$ cat config.mk
export PLATFORM = sky130hd
export DESIGN_NAME = ser_feeder
export DESIGN_NICKNAME = d
export VERILOG_FILES = /design/src/rtl/ser_pkg.sv /design/src/rtl/ser_fifo.sv /design/src/rtl/ser_feeder.sv
export SDC_FILE = /design/constraint.sdc
export NUM_CORES = 1
export LEC_CHECK = 0
export ABC_AREA = 1
export BUFFER_PORTS_ARGS = -buffer_cell sky130_fd_sc_hd__clkbuf_2
export CORE_UTILIZATION = 64
export CTS_CLUSTER_DIAMETER = 60
export CTS_CLUSTER_SIZE = 20
export DETAILED_ROUTE_END_ITERATION = 12
export PLACE_DENSITY = 0.83
export SYNTH_ARGS = -nofsm -noshare
export SYNTH_HDL_FRONTEND = slang
export SYNTH_SLANG_ARGS = --single-unit
$ cat constraint.sdc
create_clock -name clock -period 2.64 [get_ports clock]
set_input_delay 0.396 -clock clock [delete_from_list [all_inputs] [get_ports clock]]
set_output_delay 0.396 -clock clock [all_outputs]
set_load 0.02 [all_outputs]
$ cat src/rtl/ser_pkg.sv
// Shared definitions for the serial feeder and the serial pattern detector.
package ser_pkg;

    // Default word width and FIFO depth.
    localparam int DEFAULT_WIDTH = 8;
    localparam int DEFAULT_DEPTH = 4;

    // State encoding of the feeder FSM.
    localparam logic S_IDLE  = 1'b0;
    localparam logic S_SHIFT = 1'b1;

    typedef enum logic {
        ST_IDLE  = S_IDLE,
        ST_SHIFT = S_SHIFT
    } feeder_state_e;

endpackage

$ cat src/rtl/ser_fifo.sv
// Synchronous FIFO using extra-MSB pointers to tell full from empty.
// A push while full or a pop while empty is ignored.
module ser_fifo
    import ser_pkg::*;
#(
    parameter int WIDTH = DEFAULT_WIDTH,
    parameter int DEPTH = DEFAULT_DEPTH
) (
    input  logic             clock,
    input  logic             rst_n,
    input  logic             push,
    input  logic             pop,
    input  logic [WIDTH-1:0] din,
    output logic [WIDTH-1:0] dout,
    output logic             full,
    output logic             empty
);

    localparam int AW = $clog2(DEPTH);

    logic [WIDTH-1:0] mem_q [DEPTH];
    logic [AW:0]      wr_ptr_q, wr_ptr_d;
    logic [AW:0]      rd_ptr_q, rd_ptr_d;
    logic             do_push;
    logic             do_pop;

    // Same index with different wrap bits means the write pointer lapped the read pointer.
    assign empty   = (wr_ptr_q == rd_ptr_q);
    assign full    = (wr_ptr_q[AW] != rd_ptr_q[AW]) &&
                     (wr_ptr_q[AW-1:0] == rd_ptr_q[AW-1:0]);
    assign do_push = push && !full;
    assign do_pop  = pop && !empty;
    assign dout    = mem_q[rd_ptr_q[AW-1:0]];

    // Pointer advance; power-of-two depth lets the pointers wrap naturally.
    always_comb begin
        wr_ptr_d = wr_ptr_q;
        rd_ptr_d = rd_ptr_q;
        if (do_push) wr_ptr_d = wr_ptr_q + 1'b1;
        if (do_pop)  rd_ptr_d = rd_ptr_q + 1'b1;
    end

    // Pointer registers.
    always_ff @(posedge clock or negedge rst_n) begin
        if (!rst_n) begin
            wr_ptr_q <= '0;
            rd_ptr_q <= '0;
        end else begin
            wr_ptr_q <= wr_ptr_d;
            rd_ptr_q <= rd_ptr_d;
        end
    end

    // Storage array; contents are don't-care while the FIFO is empty.
    always_ff @(posedge clock) begin
        if (do_push) mem_q[wr_ptr_q[AW-1:0]] <= din;
    end

endmodule

$ cat src/rtl/ser_feeder.sv
// Parallel-to-serial feeder: buffers words in a FIFO and shifts them out
// one bit per clock, back-to-back, idling at IDLE_BIT when nothing is queued.
//
// Handshake: a word transfers on every rising edge where data_valid and
// data_ready are both high; data_ready depends only on registered state
// (FIFO not full), so the source may hold data_valid high and simply wait.
module ser_feeder
    import ser_pkg::*;
#(
    parameter int   WIDTH    = DEFAULT_WIDTH,
    parameter int   DEPTH    = DEFAULT_DEPTH,
    parameter logic IDLE_BIT = 1'b0
) (
    input  logic             clock,
    input  logic             rst_n,
    input  logic [WIDTH-1:0] data_in,
    input  logic             data_valid,
    output logic             data_ready,
    input  logic             msb_first,
    output logic             ser_out,
    output logic             ser_valid,
    output logic             word_done,
    output logic             stream_end,
    output logic             busy
);

    localparam int CW = $clog2(WIDTH);

    feeder_state_e    state_q, state_d;
    logic [CW-1:0]    cnt_q, cnt_d;
    logic [WIDTH-1:0] sreg_q, sreg_d;
    logic             msb_q, msb_d;
    logic             ser_out_q, ser_out_d;
    logic             ser_valid_q, ser_valid_d;
    logic             word_done_q, word_done_d;
    logic             stream_end_q, stream_end_d;

    logic             fifo_pop;
    logic             fifo_full;
    logic             fifo_empty;
    logic [WIDTH-1:0] fifo_dout;
    logic             load;

    ser_fifo #(
        .WIDTH (WIDTH),
        .DEPTH (DEPTH)
    ) u_fifo (
        .clock (clock),
        .rst_n (rst_n),
        .push  (data_valid),
        .pop   (fifo_pop),
        .din   (data_in),
        .dout  (fifo_dout),
        .full  (fifo_full),
        .empty (fifo_empty)
    );

    // No bypass: a full FIFO refuses a push even on an edge that pops.
    assign data_ready = !fifo_full;
    assign busy       = (state_q == ST_SHIFT) || !fifo_empty;

    assign ser_out    = ser_out_q;
    assign ser_valid  = ser_valid_q;
    assign word_done  = word_done_q;
    assign stream_end = stream_end_q;

    // Next state: load a word from IDLE or on the last bit, otherwise shift or go idle.
    always_comb begin
        state_d      = state_q;
        cnt_d        = cnt_q;
        sreg_d       = sreg_q;
        msb_d        = msb_q;
        ser_out_d    = ser_out_q;
        ser_valid_d  = ser_valid_q;
        word_done_d  = 1'b0;
        stream_end_d = 1'b0;
        load         = 1'b0;

        case (state_q)
            ST_IDLE: begin
                ser_out_d   = IDLE_BIT;
                ser_valid_d = 1'b0;
                if (!fifo_empty) load = 1'b1;
            end
            ST_SHIFT: begin
                if (cnt_q == '0) begin
                    if (!fifo_empty) begin
                        load = 1'b1;
                    end else begin
                        state_d      = ST_IDLE;
                        ser_out_d    = IDLE_BIT;
                        ser_valid_d  = 1'b0;
                        stream_end_d = 1'b1;
                    end
                end else begin
                    ser_out_d   = msb_q ? sreg_q[WIDTH-1] : sreg_q[0];
                    sreg_d      = msb_q ? (sreg_q << 1) : (sreg_q >> 1);
                    cnt_d       = cnt_q - CW'(1);
                    word_done_d = (cnt_q == CW'(1));
                end
            end
            default: state_d = ST_IDLE;
        endcase

        // The first bit goes straight to ser_out; the rest wait in sreg.
        if (load) begin
            state_d     = ST_SHIFT;
            msb_d       = msb_first;
            ser_out_d   = msb_first ? fifo_dout[WIDTH-1] : fifo_dout[0];
            sreg_d      = msb_first ? (fifo_dout << 1) : (fifo_dout >> 1);
            cnt_d       = CW'(WIDTH - 1);
            ser_valid_d = 1'b1;
        end
    end

    assign fifo_pop = load;

    // State, shifter and registered serial outputs.
    always_ff @(posedge clock or negedge rst_n) begin
        if (!rst_n) begin
            state_q      <= ST_IDLE;
            cnt_q        <= '0;
            sreg_q       <= '0;
            msb_q        <= 1'b0;
            ser_out_q    <= IDLE_BIT;
            ser_valid_q  <= 1'b0;
            word_done_q  <= 1'b0;
            stream_end_q <= 1'b0;
        end else begin
            state_q      <= state_d;
            cnt_q        <= cnt_d;
            sreg_q       <= sreg_d;
            msb_q        <= msb_d;
            ser_out_q    <= ser_out_d;
            ser_valid_q  <= ser_valid_d;
            word_done_q  <= word_done_d;
            stream_end_q <= stream_end_d;
        end
    end

endmodule
==> key figures <==
Critical path
  – CP peak stage delay: 650 ps
  – Worst EP arrival: 1620 ps
  – Setup crit end kind: output port
  – R2R setup slack: 650 ps
  – Cell family with most CP delay: flip-flops
  – Worst EP required: 2240 ps
  – Buf/Inv on CP: 2
  – Kind of critical path: reg2out
  – Critical path startpoint category: register
  – Worst r2r path cells: 6
  – CP Cell Sequence: nand2_2, nand2_4, nand3_4, inv_2, nand2_1, clkbuf_2
  – RR Startpoint: u_fifo.rd_ptr_q[1]$_DFFE_PN0P_
  – Critical R2R Capture: u_fifo.mem_q[1][7]$_DFFE_PP_
  – Crit path max fanout: 11
  – Worst path slowest cell: dfrtp_1

Global route
  – Initial antenna violation count: 0
  – GRT Total Usage: 0.231
  – Largest net degree at the start of global routing: 24
  – Global-route wire length before repair: 7.51 mm
  – Number of global-route vias before repair: 1606
  – Grt ovf: 0

Timing
  – Final WS setup: 621 ps
  – Tightest Pin Transition: 604 ps
  – RSZ-0062 raised after global routing: no
  – Setup_tns: 0 ps
  – Slew headroom: 0.596
  – Min cycle time layout: 2020 ps
  – Final Hold Viols: 0
  – Clk_skew: 10.2 ps
  – Final setup fails: 0
  – Max-slew violations: 0
  – Period utilization: 0.765
  – Fmax: 495 MHz

Placement
  – Gpl congestion: 0.887
  – Post-place setup slack: 676 ps
  – Inst Count DP: 325
  – Port Buffers: 17
  – Hpwl dp: 3.58 mm

Detailed routing
  – Drt wl/cell: 14.3 um
  – Via Count: 1773
  – Initial DRC Count: 99
  – DR vias/cell: 5.32
  – Post-Route WL: 4.77 mm
  – First-pass DRT Iterations: 4
  – Final ANT Viol Nets: 0
  – # DRC: 0

Synth
  – Ys async rst share: 0.418
  – Post-synth cell types: 30
  – Seq/Total Area, Yosys: 0.566
  – Syn Inst Count: 265
  – Number of synthesized register bits: 55
  – Synthesized cell area: 0.00271 mm2
  – Number of synthesized flops with an enable pin: 32
  – Syn_nets: 285
  – Yosys Warn Count: 0
  – Synthesized area per cell: 10.2 um2
  – Top_reg_cell synth: edfxtp_1

Run
  – Number of max-cap violations: 0

Clocking
  – Post-CTS Setup Bufs: 0
  – H-tree depth: 2
  – Worst-Skew Late Latency: 310 ps
  – Hold-fix buffers at CTS: 0
  – CTS tree: built
  – Root Buffer: clkbuf_8
  – Cts repair resizes: 0
  – TritonCTS Buffers: 5
  – CTS sink count: 55
  – Longest Clk Path Bufs: 2
  – Reg clk slew, reported paths: 100 ps

Final layout
  – Synth-to-Final Area Change: 6.04%
  – Total Nets Final: 302
  – Diode count: 0
  – Reg area: 0.00154 mm2
  – Commonest cells after routing, fill and taps aside: 71 x nand2_1, 35 x nand3_1, 32 x edfxtp_1
  – Multi-input logic area: 986 um2
  – Final std cells w/o fill: 333
  – Leading cell type in the layout, fill and taps excluded: nand2_1
  – Final core utilization: 0.714
  – Fill cell count: 291
  – Layout cells sized above 1: 0.219

Floorplanning
  – Die W: 67.1 um
  – Full die area: 0.00451 mm2
  – Rows: 23
  – Core box area: 0.00403 mm2
  – Die Span Y: 67.1 um
  – Initial Util: 0.674
  – IO Pins: 18

Power
  – Cell Pwr Density: 1130 mW/mm2
  – VDD IR max: 0.000605 V
  – Leakage power: 1.26 nW

Min path
  – Min-Delay Path Class: in2async

Outcome
  – Outcome: finished clean
registers in the layout, summed over array words and instances, names as in the netlist:
signal,cells
u_fifo.mem_q,32
sreg_q,8
cnt_q,3
u_fifo.rd_ptr_q,3
u_fifo.wr_ptr_q,3
msb_q,1
ser_out,1
ser_valid,1
state_q,1
stream_end,1
word_done,1
stage by stage:
step,power [mW],hold slack (ps),instance area [um2]
6_report,3.25,62.4,2880
5_1_grt,3.49,97.6,2880
3_5_place_dp,2.80,419,2790
4_1_cts,3.26,79.0,2880
2_1_floorplan,2.56,100,2710
3_3_place_gp,2.77,418,2790
report_power, final:
part | switching [mW] | total [mW] | internal (mW) | leakage [nW]
clock | 0.279 | 0.469 | 0.190 | 0.0408
combinational | 0.893 | 1.38 | 0.490 | 0.652
sequential | 0.204 | 1.40 | 1.19 | 0.572
total | 1.38 | 3.25 | 1.87 | 1.26
synthesized netlist by cell type, types with 2 or more instances:
| cell type | instances | area share |
|---|---|---|
| a21oi_1 | 4 | 0.0074 |
| a21oi_2 | 6 | 0.019 |
| buf_12 | 2 | 0.015 |
| buf_2 | 2 | 0.0037 |
| buf_6 | 2 | 0.0083 |
| dfrtp_1 | 23 | 0.21 |
| edfxtp_1 | 32 | 0.35 |
| ha_1 | 8 | 0.037 |
| inv_1 | 18 | 0.025 |
| inv_2 | 2 | 0.0028 |
| inv_6 | 2 | 0.0065 |
| nand2_1 | 71 | 0.098 |
| nand2_2 | 5 | 0.012 |
| nand2_4 | 3 | 0.012 |
| nand3_1 | 35 | 0.065 |
| nor2_1 | 12 | 0.017 |
| nor2_2 | 9 | 0.021 |
| o21ai_0 | 10 | 0.018 |
| o21ai_1 | 2 | 0.0037 |
| o21ai_2 | 4 | 0.013 |
| xor2_1 | 4 | 0.013 |
cell families after synthesis:
| logic type | share of synthesized area |
|---|---|
| simple gates | 0.252 |
| compound gates | 0.0618 |
| flops | 0.566 |
| buf+inv | 0.0705 |
| fa+ha+maj | 0.0369 |
| xor+xnor | 0.0129 |
how the worst max path moves through the flow:
stage	slack [ps]	cells after the start	startpoint	end
6_report	620	6	u_fifo.rd_ptr_q[1]$_DFFE_PN0P_	busy
5_1_grt	510	6	u_fifo.rd_ptr_q[1]$_DFFE_PN0P_	busy
4_1_cts	610	6	u_fifo.rd_ptr_q[1]$_DFFE_PN0P_	busy
3_5_place_dp	680	6	u_fifo.rd_ptr_q[1]$_DFFE_PN0P_	u_fifo.mem_q[1][1]$_DFFE_PP_
3_3_place_gp	700	6	u_fifo.rd_ptr_q[1]$_DFFE_PN0P_	u_fifo.mem_q[0][0]$_DFFE_PP_
2_1_floorplan	840	6	u_fifo.rd_ptr_q[0]$_DFFE_PN0P_	u_fifo.mem_q[2][0]$_DFFE_PP_
cell type report:
class,instances,area share
Inverter,24,0.0374
Sequential cell,55,0.534
Tap cell,50,0.0217
Clock buffer,5,0.0239
Timing Repair Buffer,18,0.0322
Multi-Input combinational cell,178,0.343
Clock inverter,3,0.00826
metal layers:
layer / GRT usage / part of all wire / vias to the layer above
met5: 0 / 0 / -
met4: 0.0638 / 0.013 / 0
met3: 0.0462 / 0.034 / 6
met2: 0.390 / 0.50 / 48
met1: 0.302 / 0.46 / 814
li1: - / - / 905
Note: power is estimated with default switching activity, not from simulation.
